`src/rtl/wb_regfile.sv`:
```
// wb_regfile: MIPS write-back select, 32-entry register file with bypassed reads and a handshaked register dump
module wb_regfile #(
  parameter int INST_SZ  = 32,
  parameter int NUM_REGS = 32
) (
  input  logic               i_clk,
  input  logic               i_reset,
  input  logic               i_reg_write,
  input  logic               i_mem_to_reg,
  input  logic               i_bds_sel,
  input  logic               i_halt,
  input  logic [INST_SZ-1:0] i_read_data,
  input  logic [INST_SZ-1:0] i_alu_result,
  input  logic [INST_SZ-1:0] i_bds,
  input  logic [4:0]         i_write_register,
  input  logic [4:0]         i_rs_addr,
  input  logic [4:0]         i_rt_addr,
  output logic [INST_SZ-1:0] o_rs_data,
  output logic [INST_SZ-1:0] o_rt_data,
  output logic [INST_SZ-1:0] o_wb_data,
  output logic               o_halted,
  output logic               o_stall,
  input  logic               i_dump_req,
  output logic               o_dump_valid,
  input  logic               i_dump_ready,
  output logic [4:0]         o_dump_addr,
  output logic [INST_SZ-1:0] o_dump_data,
  output logic               o_dump_last,
  output logic               o_dump_done
);
  typedef enum logic [1:0] {IDLE, SEND, DONE} state_t;
  localparam logic [4:0] LAST = 5'(NUM_REGS - 1);
  state_t state, state_nx;
  logic [INST_SZ-1:0] regs [NUM_REGS];
  logic [4:0] idx;
  logic halted, we, hs, at_last;
  assign o_wb_data = i_bds_sel ? i_bds : i_mem_to_reg ? i_read_data : i_alu_result;
  assign we = i_reg_write && i_write_register != 5'd0 && !halted && state == IDLE;
  assign hs = state == SEND && i_dump_ready;
  assign at_last = idx == LAST;
  assign o_halted = halted;
  // read ports see the write landing this cycle
  always_comb begin
    o_rs_data = (we && i_rs_addr == i_write_register) ? o_wb_data : regs[i_rs_addr];
    o_rt_data = (we && i_rt_addr == i_write_register) ? o_wb_data : regs[i_rt_addr];
  end
  // register array; r0 is never written so it stays 0 from reset
  always_ff @(posedge i_clk) begin
    if (i_reset) for (int i = 0; i < NUM_REGS; i++) regs[i] <= '0;
    else if (we) regs[i_write_register] <= o_wb_data;
  end
  // sticky halt flag, cleared only by reset
  always_ff @(posedge i_clk) begin
    if (i_reset) halted <= 1'b0;
    else if (i_halt) halted <= 1'b1;
  end
  // dump FSM state register
  always_ff @(posedge i_clk) begin
    if (i_reset) state <= IDLE;
    else state <= state_nx;
  end
  // auto dump fires only on the edge that first sets the halt flag
  always_comb begin
    state_nx = state;
    if (state == IDLE) state_nx = ((i_halt && !halted) || i_dump_req) ? SEND : IDLE;
    else if (state == SEND) state_nx = (hs && at_last) ? DONE : SEND;
    else state_nx = IDLE;
  end
  // dump index wraps to 0 after the last word so the next dump starts clean
  always_ff @(posedge i_clk) begin
    if (i_reset) idx <= '0;
    else if (hs) idx <= at_last ? 5'd0 : idx + 5'd1;
  end
  // dump handshake and stall outputs
  always_comb begin
    o_dump_valid = state == SEND;
    o_dump_last  = state == SEND && at_last;
    o_dump_done  = state == DONE;
    o_stall      = state != IDLE;
    o_dump_addr  = idx;
    o_dump_data  = regs[idx];
  end
endmodule

```
`config.mk`:
```
export PLATFORM = sky130hd
export DESIGN_NAME = wb_regfile
export DESIGN_NICKNAME = d
export VERILOG_FILES = /design/src/rtl/wb_regfile.sv
export SDC_FILE = /design/constraint.sdc
export NUM_CORES = 2
export LEC_CHECK = 0
export BUFFER_PORTS_ARGS = -buffer_cell sky130_fd_sc_hd__buf_2
export CORE_MARGIN = 2
export CORE_UTILIZATION = 40
export CTS_CLUSTER_DIAMETER = 30
export DETAILED_ROUTE_END_ITERATION = 8
export HOLD_SLACK_MARGIN = 0.1
export PLACE_DENSITY = 0.68
export SLEW_MARGIN = 25
export SYNTH_ARGS = -nofsm -noshare
export SYNTH_HDL_FRONTEND = slang
export SYNTH_SLANG_ARGS = --single-unit
```
`constraint.sdc`:
```
create_clock -name i_clk -period 4.28 [get_ports i_clk]
set_clock_uncertainty 0.05 [all_clocks]
set_input_delay 0.428 -clock i_clk [delete_from_list [all_inputs] [get_ports i_clk]]
set_output_delay 0.428 -clock i_clk [all_outputs]
set_load 0.01 [all_outputs]
```
; Word-level counts from Yosys, hierarchy flattened
; Memory sizes are Yosys's and may differ from the RTL's. A register that Yosys moved wholly into a read port is not among the register bits.
; Cells that the tools add are included.
[totals]
inputBits = 119
ram_bits = 1024
out_inout_bits = 138
n_memories = 1
register_bits = 8
word_cells = 44
[memory_table]
columns = name, depth, word_bits, rd, rd_ports_with_merged_regs, write_ports, line
row1 = regs, 32, 32, 3, 1, 32, 34  ; logic [INST_SZ-1:0] regs [NUM_REGS];
[classes]
reduce_logical = 15
muxes = 19
n_addsub = 1
eq_ne = 5
[ops]
columns = operator, count
row1 = $mux 32, 5
row2 = $reduce_or 32->1, 1
row3 = $mux 5, 4
row4 = $eq 5x5->1, 2
row5 = $logic_and 1x1->1, 9
row6 = $mux 1, 7
row7 = $mux 2, 3
row8 = $add 5x1->5 const B, 1
row9 = $eq 5x5->1 const B, 1
row10 = $reduce_bool 5->1, 1
row11 = $eq 2x1->1 const B, 1
row12 = $eq 2x2->1 const B, 1
row13 = $logic_not 2->1, 1
row14 = $reduce_bool 2->1, 1
row15 = $logic_not 1->1, 1
row16 = $logic_or 1x1->1, 1

; Longest topological paths before layout
[logic_depth]
word_depth = 9
ltp_mapped = 9
depth_no_buf = 6

; Least setup slack after synthesis
; Ideal clock, no wire load.
[synth_timing]
path_kind = reg2reg
startpoint = register halted, in the netlist o_halted
endpoint = memory regs[15][0] (enable)
t_required_ns = 3.836
period_less_slack_ns = 2.994
path_buffers = 1
setup_slack_ns = 1.286
setup_time_ns = 0.394
stages_incl_launch_ff = 7
arrival_ns = 2.550
cell_sequence = dfxtp_1 or4b_1 buf_2 nor3b_4 and3b_4 nand3_4 nand2b_1
[synth_rtl]
columns = item, line
row1 = from (decl), 36  ; logic halted, we, hs, at_last;
row2 = from (signal assigned), 54  ; if (i_reset) halted <= 1'b0;
row3 = from (signal assigned), 55  ; else if (i_halt) halted <= 1'b1;
row4 = to (decl), 34

; Worst setup path after layout
[layout_timing]
startpoint = register state[1]
endpoint = output port o_rs_data[22]
[layout_between]
elab_chain_len = 4
[layout_rtl]
columns = item, line
row1 = from (decl), 33  ; state_t state, state_nx;
row2 = from (signal assigned), 60  ; else state <= state_nx;
row3 = $logic_not 2->1, 38  ; assign we = i_reg_write && i_write_register != 5'd0 && !halted && state == IDLE;
row4 = $logic_and 1x1->1, 38
row5 = $logic_and 1x1->1, 44  ; o_rs_data = (we && i_rs_addr == i_write_register) ? o_wb_data : regs[i_rs_addr];
row6 = $mux 32, 44
row7 = to (decl), 18  ; output logic [INST_SZ-1:0] o_rs_data,
; No other way between the ends.

==> impl_metrics.env <==
export IMPL_syn_inst=4123
export IMPL_fin_setup_tns_ps=0
export IMPL_slew_violations=0
export IMPL_tightestPinTransition_ps=1160
export IMPL_overflow=0
export IMPL_rows=143
export IMPL_worstSetupEndpointType="output pin"
export IMPL_clkTransAtPathRegs_ps=50
export IMPL_synthToLayoutAreaGrowth_pct=20.8
export IMPL_post_cts_setup_buffer_count=0
export IMPL_p_leak_uw=0.0259
export IMPL_slew_headroom_pct=22.8
export IMPL_yosysUniqueCellTypes=52
export IMPL_vias=47100
export IMPL_layout_drive_gt1_share_pct=41.8
export IMPL_setup_ws_ps=69.4
export IMPL_critPathLaunchType="register"
export IMPL_async_reset_ff_share_pct=0
export IMPL_status="completed"
export IMPL_drt_pass1_iter_count=8
export IMPL_antenna_found_initial=16
export IMPL_hpwl_mm=152
export IMPL_gp_congestion=0.962
export IMPL_grt_usage_pct=31.9
export IMPL_ir_drop_uv=457
export IMPL_die_area_um2=155000
export IMPL_io_pins=257
export IMPL_grt_pass1_vias=45800
export IMPL_final_min_clock_period_ps=4210
export IMPL_numPortBuffers=256
export IMPL_grt_pass1_wl_mm=346
export IMPL_hp_start="i_bds[13]"
export IMPL_min_path_type="input port to register"
export IMPL_hold_viol=0
export IMPL_worst_path_max_fanout=22
export IMPL_wire_per_inst_um=37.8
export IMPL_dieHeight_um=394
export IMPL_final_common_cell="edfxtp_1"
export IMPL_syn_area_um2=60800
export IMPL_final_net_count=4565
export IMPL_clkLatencyLatePin_ps=810
export IMPL_synth_flop_cell="edfxtp_1"
export IMPL_cp_startpoint="state[1]"
export IMPL_ys_seq_area_share_pct=51.0
export IMPL_reg2reg_slack_ps=1040
export IMPL_clockBufferDepth=3
export IMPL_ys_ff_latch=1037
export IMPL_cp_data_required_time_ps=3800
export IMPL_path_class="register to output pin"
export IMPL_dp_slack_ps=563
export IMPL_grt_max_degree=65
export IMPL_core_um2=151000
export IMPL_fmax_mhz=237
export IMPL_synth_warnings=0
export IMPL_syn_area_per_cell_um2=14.7
export IMPL_vias_per_cell=7.08
export IMPL_place_area_um2=66000
export IMPL_cts_inserted_buffers=207
export IMPL_htreeDepth=4
export IMPL_finalInstanceArea_um2=73400
export IMPL_wl_mm=252
export IMPL_regToRegStartpoint="state[1]"
export IMPL_synth_enable_flop_cells=1024
export IMPL_layout_common_cells="1024 x edfxtp_1, 996 x nor2_1, 832 x mux4_2, 249 x buf_2, 231 x buf_4"
export IMPL_die_x_um=394
export IMPL_arrival_ps=3730
export IMPL_cts_root_buf="clkbuf_16"
export IMPL_power_density_nw_per_um2=450
export IMPL_drtAntennaViolNets=0
export IMPL_first_iter_violations=9231
export IMPL_period_share_pct=98.4
export IMPL_setup_viol=0
export IMPL_start_util_pct=40.2
export IMPL_cap_violations=0
export IMPL_rsz0062_at_grt="no"
export IMPL_cts_tree="yes"
export IMPL_drc=0
export IMPL_clock_sinks=1037
-- critical path, stage by stage, from the launching register on --
cell and delay (ps):
dfxtp_1 340, or4b_4 660, a21oi_1 240, and4_4 450, buf_6 330, nor3_1 140, a21oi_1 460, buf_2 240
-- cells in the mapped netlist, types with 34 or more instances --
library cell,instances,area (µm²)
edfxtp_1,1024,30700
nor4_1,36,225
a21oi_1,58,290
nor3_1,38,190
nor2_1,996,3740
clkbuf_1,307,1150
a22oi_1,60,450
o22ai_1,153,957
nand2_1,52,195
nand2b_1,34,213
mux2i_1,62,621
buf_1,40,150
buf_2,93,465
inv_1,34,128
mux4_2,832,18700
nor2_2,60,375
-- sequential cells by signal (all words and copies together) (netlist names), named ones only --
signal       flops
regs          1024
o_halted         1
state            2
o_dump_addr      5
-- where the power goes --
part           internal (µW)  switching [µW]  leakage (µW)
clock network          11000            5840       0.00349
registers              11600             326        0.0105
logic                   1760            2520        0.0120
-- final cells by class --
type,instances,area (µm²)
fill,12700,77900
sequential,1037,31000
multi-input combinational,2611,28200
clock buffer,229,5390
timing repair buffer,553,4270
tap,2030,2540
clock inverter,158,1890
inverter,34,128
antenna,6,15.0
-- worst paths after layout --
check                           cells after the start             to
worst max register to register                      6   regs[21][31]
worst min register to register                      2       register
worst min-delay path                                3   regs[29][13]
worst max-delay path                                7  o_rs_data[22]
-- routing by layer --
metal  share of wire, %  vias to the layer above  global-route usage (%)
li1                   -                    17200                       -
met1                 30                    23500                    38.6
met2                 42                     5194                    45.3
met3                 19                     1223                    15.3
met4                7.8                       40                    20.5
met5               0.20                        -                    1.17
-- per-stage QoR --
stage,cells,util [%],hold WS (ps),total power (µW)
6_report,6658,48.5,163,33000
5_1_grt,6652,48.5,152,33600
4_1_cts,6652,48.5,118,32800
3_5_place_dp,6251,43.6,451,16200
3_3_place_gp,6251,43.6,426,16100
2_1_floorplan,4154,-,395,14400
-- logic make-up (layout without fill, tap and decap cells) --
| group | count (synthesis) | count (layout) | share of synthesized area, % |
|---|---|---|---|
| AO/OA/AOI/OAI | 331 | 331 | 3.45 |
| buffers and inverters | 506 | 974 | 3.66 |
| flip-flops | 1037 | 1037 | 51.0 |
| multiplexers | 927 | 927 | 32.5 |
| AND/OR/NAND/NOR | 1309 | 1309 | 9.23 |
| adder cells (fa/ha/maj) | 2 | 2 | 0.0412 |
| XOR/XNOR | 10 | 10 | 0.144 |
| other | 1 | 38 | 0.00617 |
-- repair_timing --
item                                   CTS  global route
setup endpoints to repair                6             0
resized for setup                        2             0
hold buffers                            14             0
endpoints found under the hold margin   73             0
Note: power is estimated with default switching activity, not from simulation.
